<file path="config.mk">
export PLATFORM = sky130hd
export DESIGN_NAME = uart_rx_loader
export DESIGN_NICKNAME = d
export VERILOG_FILES = /design/src/rtl/uart_rx_loader.sv
export SDC_FILE = /design/constraint.sdc
export NUM_CORES = 1
export LEC_CHECK = 0
export BUFFER_PORTS_ARGS = -buffer_cell sky130_fd_sc_hd__buf_2
export CELL_PAD_IN_SITES_DETAIL_PLACEMENT = 1
export CELL_PAD_IN_SITES_GLOBAL_PLACEMENT = 1
export CORE_UTILIZATION = 48
export CTS_CLUSTER_SIZE = 12
export DETAILED_ROUTE_END_ITERATION = 16
export PLACE_DENSITY_LB_ADDON = 0.05
export SLEW_MARGIN = 20
export SYNTH_ARGS = -nofsm -noshare
export SYNTH_HDL_FRONTEND = slang
export SYNTH_SLANG_ARGS = --single-unit
</file>
<file path="constraint.sdc">
create_clock -name clk -period 2.95 [get_ports clk]
set_input_delay 0.1475 -clock clk [delete_from_list [all_inputs] [get_ports clk]]
set_output_delay 0.1475 -clock clk [all_outputs]
set_load 0.02 [all_outputs]
</file>
<file path="src/rtl/uart_rx_loader.sv">
// UART receiver that writes each received word into RAM at an auto-incrementing pointer.
// Optional even-parity checking is compiled in with `define UART_RX_LOADER_PARITY_EN.
module uart_rx_loader #(
  parameter int unsigned ADDR_WIDTH   = 8,
  parameter int unsigned DATA_WIDTH   = 8,
  parameter int unsigned CLKS_PER_BIT = 16
) (
  input  logic                  clk,
  input  logic                  rst_l,
  input  logic                  rx,
  input  logic                  ptr_clr,
  output logic                  wr,
  output logic [ADDR_WIDTH-1:0] addr,
  output logic [DATA_WIDTH-1:0] wdata,
  output logic                  busy,
  output logic                  frame_err,
  output logic                  wrapped,
  output logic                  parity_err
);

  localparam int unsigned CntW = $clog2(CLKS_PER_BIT);
  localparam int unsigned IdxW = (DATA_WIDTH > 1) ? $clog2(DATA_WIDTH) : 1;

  localparam logic [CntW-1:0] HalfBit = CntW'(CLKS_PER_BIT / 2 - 1);
  localparam logic [CntW-1:0] FullBit = CntW'(CLKS_PER_BIT - 1);
  localparam logic [IdxW-1:0] LastIdx = IdxW'(DATA_WIDTH - 1);

  typedef enum logic [2:0] {
    StIdle,
    StStart,
    StData,
    StParity,
    StStop,
    StWrite,
    StRecover
  } state_e;

  state_e                state_q, state_d;
  logic                  rx_meta_q, rx_s_q;
  logic [CntW-1:0]       cnt_q, cnt_d;
  logic [IdxW-1:0]       idx_q, idx_d;
  logic [DATA_WIDTH-1:0] shreg_q, shreg_d;
  logic [DATA_WIDTH-1:0] wdata_q, wdata_d;
  logic [ADDR_WIDTH-1:0] ptr_q, ptr_d;
  logic                  frame_err_q, frame_err_d;
  logic                  wrapped_q, wrapped_d;
  logic                  cnt_zero;
  logic                  par_ok;

  assign cnt_zero = (cnt_q == '0);

`ifdef UART_RX_LOADER_PARITY_EN
  logic par_err_q, par_err_d;
  logic par_bad_q, par_bad_d;

  assign par_ok     = ~par_bad_q;
  assign parity_err = par_err_q;

  always_ff @(posedge clk or negedge rst_l) begin
    if (!rst_l) begin
      par_err_q <= 1'b0;
      par_bad_q <= 1'b0;
    end else begin
      par_err_q <= par_err_d;
      par_bad_q <= par_bad_d;
    end
  end
`else
  assign par_ok     = 1'b1;
  assign parity_err = 1'b0;
`endif

  // Synchronizer idles high so reset never looks like a start bit.
  always_ff @(posedge clk or negedge rst_l) begin
    if (!rst_l) begin
      rx_meta_q <= 1'b1;
      rx_s_q    <= 1'b1;
    end else begin
      rx_meta_q <= rx;
      rx_s_q    <= rx_meta_q;
    end
  end

  always_ff @(posedge clk or negedge rst_l) begin
    if (!rst_l) begin
      state_q     <= StIdle;
      cnt_q       <= '0;
      idx_q       <= '0;
      shreg_q     <= '0;
      wdata_q     <= '0;
      ptr_q       <= '0;
      frame_err_q <= 1'b0;
      wrapped_q   <= 1'b0;
    end else begin
      state_q     <= state_d;
      cnt_q       <= cnt_d;
      idx_q       <= idx_d;
      shreg_q     <= shreg_d;
      wdata_q     <= wdata_d;
      ptr_q       <= ptr_d;
      frame_err_q <= frame_err_d;
      wrapped_q   <= wrapped_d;
    end
  end

  always_comb begin
    state_d     = state_q;
    cnt_d       = cnt_q;
    idx_d       = idx_q;
    shreg_d     = shreg_q;
    wdata_d     = wdata_q;
    frame_err_d = frame_err_q;
`ifdef UART_RX_LOADER_PARITY_EN
    par_err_d   = par_err_q;
    par_bad_d   = par_bad_q;
`endif
    unique case (state_q)
      StIdle: begin
        if (!rx_s_q) begin
          state_d = StStart;
          cnt_d   = HalfBit;
        end
      end
      StStart: begin
        if (cnt_zero) begin
          if (rx_s_q) begin
            state_d = StIdle;
          end else begin
            state_d = StData;
            cnt_d   = FullBit;
            idx_d   = '0;
`ifdef UART_RX_LOADER_PARITY_EN
            par_bad_d = 1'b0;
`endif
          end
        end else begin
          cnt_d = cnt_q - 1'b1;
        end
      end
      StData: begin
        if (cnt_zero) begin
          shreg_d = {rx_s_q, shreg_q[DATA_WIDTH-1:1]};
          cnt_d   = FullBit;
          idx_d   = idx_q + 1'b1;
          if (idx_q == LastIdx) begin
`ifdef UART_RX_LOADER_PARITY_EN
            state_d = StParity;
`else
            state_d = StStop;
`endif
          end
        end else begin
          cnt_d = cnt_q - 1'b1;
        end
      end
      StParity: begin
`ifdef UART_RX_LOADER_PARITY_EN
        if (cnt_zero) begin
          // Even parity: data plus parity bit must hold an even number of ones.
          par_bad_d = rx_s_q ^ (^shreg_q);
          if (rx_s_q ^ (^shreg_q)) par_err_d = 1'b1;
          state_d = StStop;
          cnt_d   = FullBit;
        end else begin
          cnt_d = cnt_q - 1'b1;
        end
`else
        state_d = StIdle;
`endif
      end
      StStop: begin
        if (cnt_zero) begin
          if (!rx_s_q) begin
            frame_err_d = 1'b1;
            state_d     = StRecover;
          end else if (par_ok) begin
            state_d = StWrite;
            wdata_d = shreg_q;
          end else begin
            state_d = StIdle;
          end
        end else begin
          cnt_d = cnt_q - 1'b1;
        end
      end
      StWrite: state_d = StIdle;
      // Hold off until the line returns high so a break cannot retrigger START.
      StRecover: begin
        if (rx_s_q) state_d = StIdle;
      end
      default: state_d = StIdle;
    endcase
  end

  // ptr_clr wins over the post-write increment; the write itself uses the old pointer.
  always_comb begin
    ptr_d     = ptr_q;
    wrapped_d = wrapped_q;
    if (ptr_clr) begin
      ptr_d     = '0;
      wrapped_d = 1'b0;
    end else if (state_q == StWrite) begin
      ptr_d = ptr_q + 1'b1;
      if (ptr_q == '1) wrapped_d = 1'b1;
    end
  end

  assign wr        = (state_q == StWrite);
  assign addr      = ptr_q;
  assign wdata     = wdata_q;
  assign busy      = (state_q != StIdle);
  assign frame_err = frame_err_q;
  assign wrapped   = wrapped_q;

endmodule

</file>
; After elaboration in Yosys (flattened, before gate mapping)
; Index checks and enable logic that the tools add are counted.
; W data, S select, Z words.
[totals]
memories = 0
out_inout_bits = 21
ram_bits = 0
reg_bits = 38
elab_cells = 68
latchBits = 0
romBits = 0
[op_classes]
bitwise = 1
reduce_logical = 14
eq_ne = 16
n_div = 0
n_mux = 24
add_sub_neg = 3
shift = 0
n_lt_le_gt_ge = 0
mul = 0
[ops]
columns = operator, n
row1 = $mux W3, 9
row2 = $mux W4, 5
row3 = $mux W8, 2
row4 = $ne A2 B2 Y1 const B, 8
row5 = $pmux W4 S4, 1
row6 = $pmux W3 S5, 1
row7 = $eq A3 B3 Y1 const B, 4
row8 = $add A8 B1 Y8 const B, 1
row9 = $eq A8 B8 Y1 const B, 1
row10 = $reduce_and A4 Y1, 2
row11 = $pmux W3 S2, 1
row12 = $reduce_and A3 Y1, 2
row13 = $reduce_and A6 Y1, 1
row14 = $reduce_bool A2 Y1, 3
row15 = $logic_not A4 Y1, 1
row16 = $mux W2, 2
row17 = $reduce_and A2 Y1, 2
row18 = $reduce_bool A4 Y1, 1
row19 = $sub A4 B1 Y4 const B, 1
row20 = $add A3 B1 Y3 const B, 1
row21 = $eq A3 B1 Y1 const B, 1
row22 = $eq A3 B2 Y1 const B, 1
row23 = $logic_not A3 Y1, 1
row24 = $mux W1, 3
row25 = 3 further kinds, 3

; Longest topological paths before layout
[logic_depth]
depth_word = 4
ltp_mapped = 7
ltp_nobuf = 6

; Least setup slack after synthesis
; No wires, ideal clock.
[synth_path]
path_kind = reg2reg
start = reg cnt_q[0]
end = reg cnt_q[3]
t_required_ns = 2.825
path_buffers = 1
arrival_ns = 1.833
path_slack_ns = 0.992
path_stages_with_launch = 8
path_cell_list = dfrtp_1 inv_1 ha_1 or3b_1 buf_2 a21o_1 a22o_1 mux2_4
[synth_between]
elab_chain_cells = 3
elab_cells_between_ends = 9
cone_classes = 1 x add/sub / 2 x eq/ne / 4 x mux / 2 x reduce/logical
[synth_lines]
columns = element, line_no
row1 = from (decl), 40  ; logic [CntW-1:0] cnt_q, cnt_d;
row2 = from (signal assigned), 96  ; cnt_q <= cnt_d;
row3 = $sub A4 B1 Y4 or $logic_not A4 Y1 (tied branches), n/a
row4 = "$mux W4, or another cell as far along", 172  ; if (cnt_zero) begin
row5 = $pmux W4 S4 or $reduce_and A4 Y1 (tied branches), n/a
; Several ways; a longest one is shown, not always the timed one. The select of a mux whose other input is x is not followed.
; A chain may end at the register's enable or synchronous reset.

; Worst setup path after layout
; Same ends and word-level chain as after synthesis.

==> key figures <==
Outcome
  • Outcome: finished, final reports clean

Drt
  • Final WL: 3800 um
  • Vias per inst: 5.74
  • 1st-iter DRT viols: a little over 70
  • Via count: 1303
  • Drt wl/cell: 16.7 um
  • 1st-pass router iterations: 4
  • Antenna Nets Post-Route: 0
  • DRC: 0

Critical path
  • Capturing element type of the critical path: flip-flop
  • Reg-to-reg startpoint: cnt_q[0]
  • Arrival time at the worst endpoint: 2.26 ns
  • Crit path launch type: flip-flop
  • Crit-path cells: inv_1 > ha_1 > nor3b_1 > o21ai_0 > a22o_1 > mux2_4
  • Worst path slowest cell: nor3b_1
  • Crit path max fanout: 5
  • Crit-path max cell delay: 0.50 ns
  • Crit Path Class: flip-flop to flip-flop
  • FF-to-FF End: cnt_q[3]
  • Data required, critical path: 3.13 ns
  • R2R cell count: 6
  • R2R Setup Slk: approximately 0.87 ns

Power and ir drop
  • Leak: between 0.9 and 1 nW
  • Switching share of power: 0.301
  • Combinational share of power: 0.190
  • Tot Pwr: 1.19 mW
  • Switching power: 0.358 mW
  • Clk pwr share: 0.279
  • Flop pwr share: 0.531
  • Int Power: 0.830 mW
  • PwrDens: about 600 nW/um^2
  • VDD IR max: ~0.37 mV

Placed design
  • # port buffers: 23
  • RePlAce Congestion: 0.775
  • Placed Cells: 217
  • Final HPWL from detailed placement: 2730 um

Clock tree
  • CTS resizes: 0
  • Worst-path clk slew: about 0.070 ns
  • CTS tree: built
  • Postcts setup bufs: 0
  • Htree depth: 2
  • CTS root buf: clkbuf_8
  • CTS max path bufs: 2
  • Clock sink total: 38
  • Worst skew pair latency: 0.29 ns
  • CTS Buf Count: 5

Timing
  • Final setup fails: 0
  • Clock skew: 0.00426 ns
  • Max-slew violation count: 0
  • Tcrit/Tclk final: 0.706
  • Hold Fails Final Rpt: 0
  • Setup Total Neg Slack: 0 ns
  • Post-route minimum period: 2.08 ns
  • Rel. slew slack: 0.459
  • Unrepaired setup endpoints after global routing: no
  • Worst slew pin tran: 0.812 ns
  • FMAX: roughly 0.48 GHz

Min path
  • Worst Hold End: addr[5]
  • HP Start: ptr_clr
  • Worst hold stages: 2
  • Min-delay worst type: input port to flip-flop

Synth
  • Seq cells post-synth: 38
  • Mapped Area: 1780 um^2
  • Distinct cell type count after synthesis: 48
  • Ys async rst share: 1.00
  • Top_reg_cell synth: dfrtp_1
  • Synth warn: 0
  • Syn avg cell area: approximately 11 um^2
  • Sequential area share after synthesis: 0.534
  • EDFF count, synth: 0
  • Cells after synthesis: 156
  • Syn Nets: 164

Final layout
  • Most common cell after layout, fill and taps aside: dfrtp_1
  • Antenna Cells: 0
  • Share of cells above drive strength 1: 0.298
  • Layout Cells excl Fill: 227
  • Nets: 188
  • Layout area overhead: 13.5%
  • Fill cell count: slightly below 400
  • Commonest non-fill, non-tap cells in the layout: 36 x dfrtp_1, 23 x buf_2, 16 x mux2_2, 12 x nor2_1, 9 x nand2_1

Global route
  • GRT overflow: 0
  • First-pass GRT wire length: approximately 6700 um
  • Initial antenna violation count: 0
  • Via count of the first global-routing pass: between 1000 and 1500
  • Pin count of the biggest net entering global routing: 39
  • GRT Util Overall: 0.228

Die
  • I/O pin count: 25
  • Initial Util: 0.518
  • Die area: 3970 um^2
  • Die Width: about 63 um
  • Rows: 21
  • Die Y: 63.0 um
  • Core Region: around 3400 um^2

Job
  • Max cap viols: 0
## layout make-up
| type | instances | area [um^2] | share of cell area |
|---|---|---|---|
| inverters | 7 | 26.3 | 0.0130 |
| well taps | 46 | 57.6 | 0.0284 |
| flip-flops and latches | 38 | 953 | 0.471 |
| multi-input cells | 103 | 769 | 0.380 |
| clock inverters | 2 | 10.0 | 0.00494 |
| clock buffers | 6 | 72.6 | 0.0358 |
| repair buffers | 25 | 135 | 0.0667 |
## logic make-up (layout without fill, tap and decap cells)
logic type,after synthesis,count (layout),share of synthesized area
AO/OA/AOI/OAI,29,29,0.119
XOR/XNOR,7,7,0.0344
adder cells (fa/ha/maj),4,4,0.0281
buffers and inverters,15,40,0.0344
flip-flops,38,38,0.534
multiplexers,18,18,0.115
other,1,1,0.00210
AND/OR/NAND/NOR,44,44,0.133
## cells in the mapped netlist (2+ instances only)
cell,instances,area share
a22oi_1,4,0.017
a21oi_1,5,0.014
ha_1,4,0.028
nand4_1,2,0.0070
nand2_1,9,0.019
xnor2_1,4,0.020
dfrtp_1,36,0.50
nor3_1,5,0.014
mux2_2,16,0.10
clkbuf_1,5,0.011
inv_1,7,0.015
o21ai_0,4,0.011
xor2_1,3,0.015
or3_1,2,0.0070
nor2_1,12,0.025
o2bb2ai_1,3,0.015
nor4_1,2,0.0070
nor2b_1,2,0.0070
dfstp_2,2,0.029
## repair_timing
item | CTS | global route
setup endpoints to repair | 0 | 0
hold buffers | 2 | 0
hold endpoints to repair | 37 | 0
## routing by layer
layer  global-route usage  part of all wire  wire [um]
met3               0.0748             0.036        135
met2                0.383              0.52       1990
met1                0.258              0.41       1580
met5                    0                 0          0
met4                0.110             0.026         97
## worst max-delay path by stage
stage,start,end,slack (ns)
floorplan,cnt_q[0],cnt_q[3],0.99
global route,cnt_q[0],wdata[4],0.74
CTS,cnt_q[0],cnt_q[3],0.88
global placement,cnt_q[0],cnt_q[3],0.95
detailed placement,cnt_q[0],cnt_q[3],0.89
finish,cnt_q[0],cnt_q[3],0.87
## flip-flops by register name, summed over array words and instances, names as in the netlist
register and count:
rx_s_q 1, shreg_q 8, cnt_q 4, rx_meta_q 1
wdata 8, addr 8, state_q 3, frame_err 1
idx_q 3, wrapped 1
## through the flow
| step | setup slack [ns] | utilization | hold slack (ns) | cell area (um^2) |
|---|---|---|---|---|
| final | 0.867 | 0.588 | 0.140 | 2020 |
| after CTS | 0.881 | 0.588 | 0.123 | 2020 |
| after global placement | 0.950 | 0.558 | 0.254 | 1920 |
| after global routing | 0.735 | 0.588 | 0.131 | 2020 |
| after detailed placement | 0.890 | 0.558 | 0.260 | 1920 |
| after floorplan | 0.992 | - | -0.148 | 1780 |
## worst max-delay path: cells and delay by family (launching register included)
kind,cells,cell delay [ns]
simple gates,1,0.50
flops,1,0.42
buf+inv,1,0.07
mux,1,0.30
fa+ha+maj,1,0.21
compound gates,2,0.47
## power groups by stage
stage	combinational, mW	clock [mW]	sequential (mW)
after CTS	0.228	0.350	0.629
final	0.226	0.331	0.631
after global placement	0.212	0	0.631
after global routing	0.255	0.371	0.641
after detailed placement	0.225	0	0.640
after floorplan	0.191	0	0.605
No activity file was read; power rests on OpenSTA's default activity.
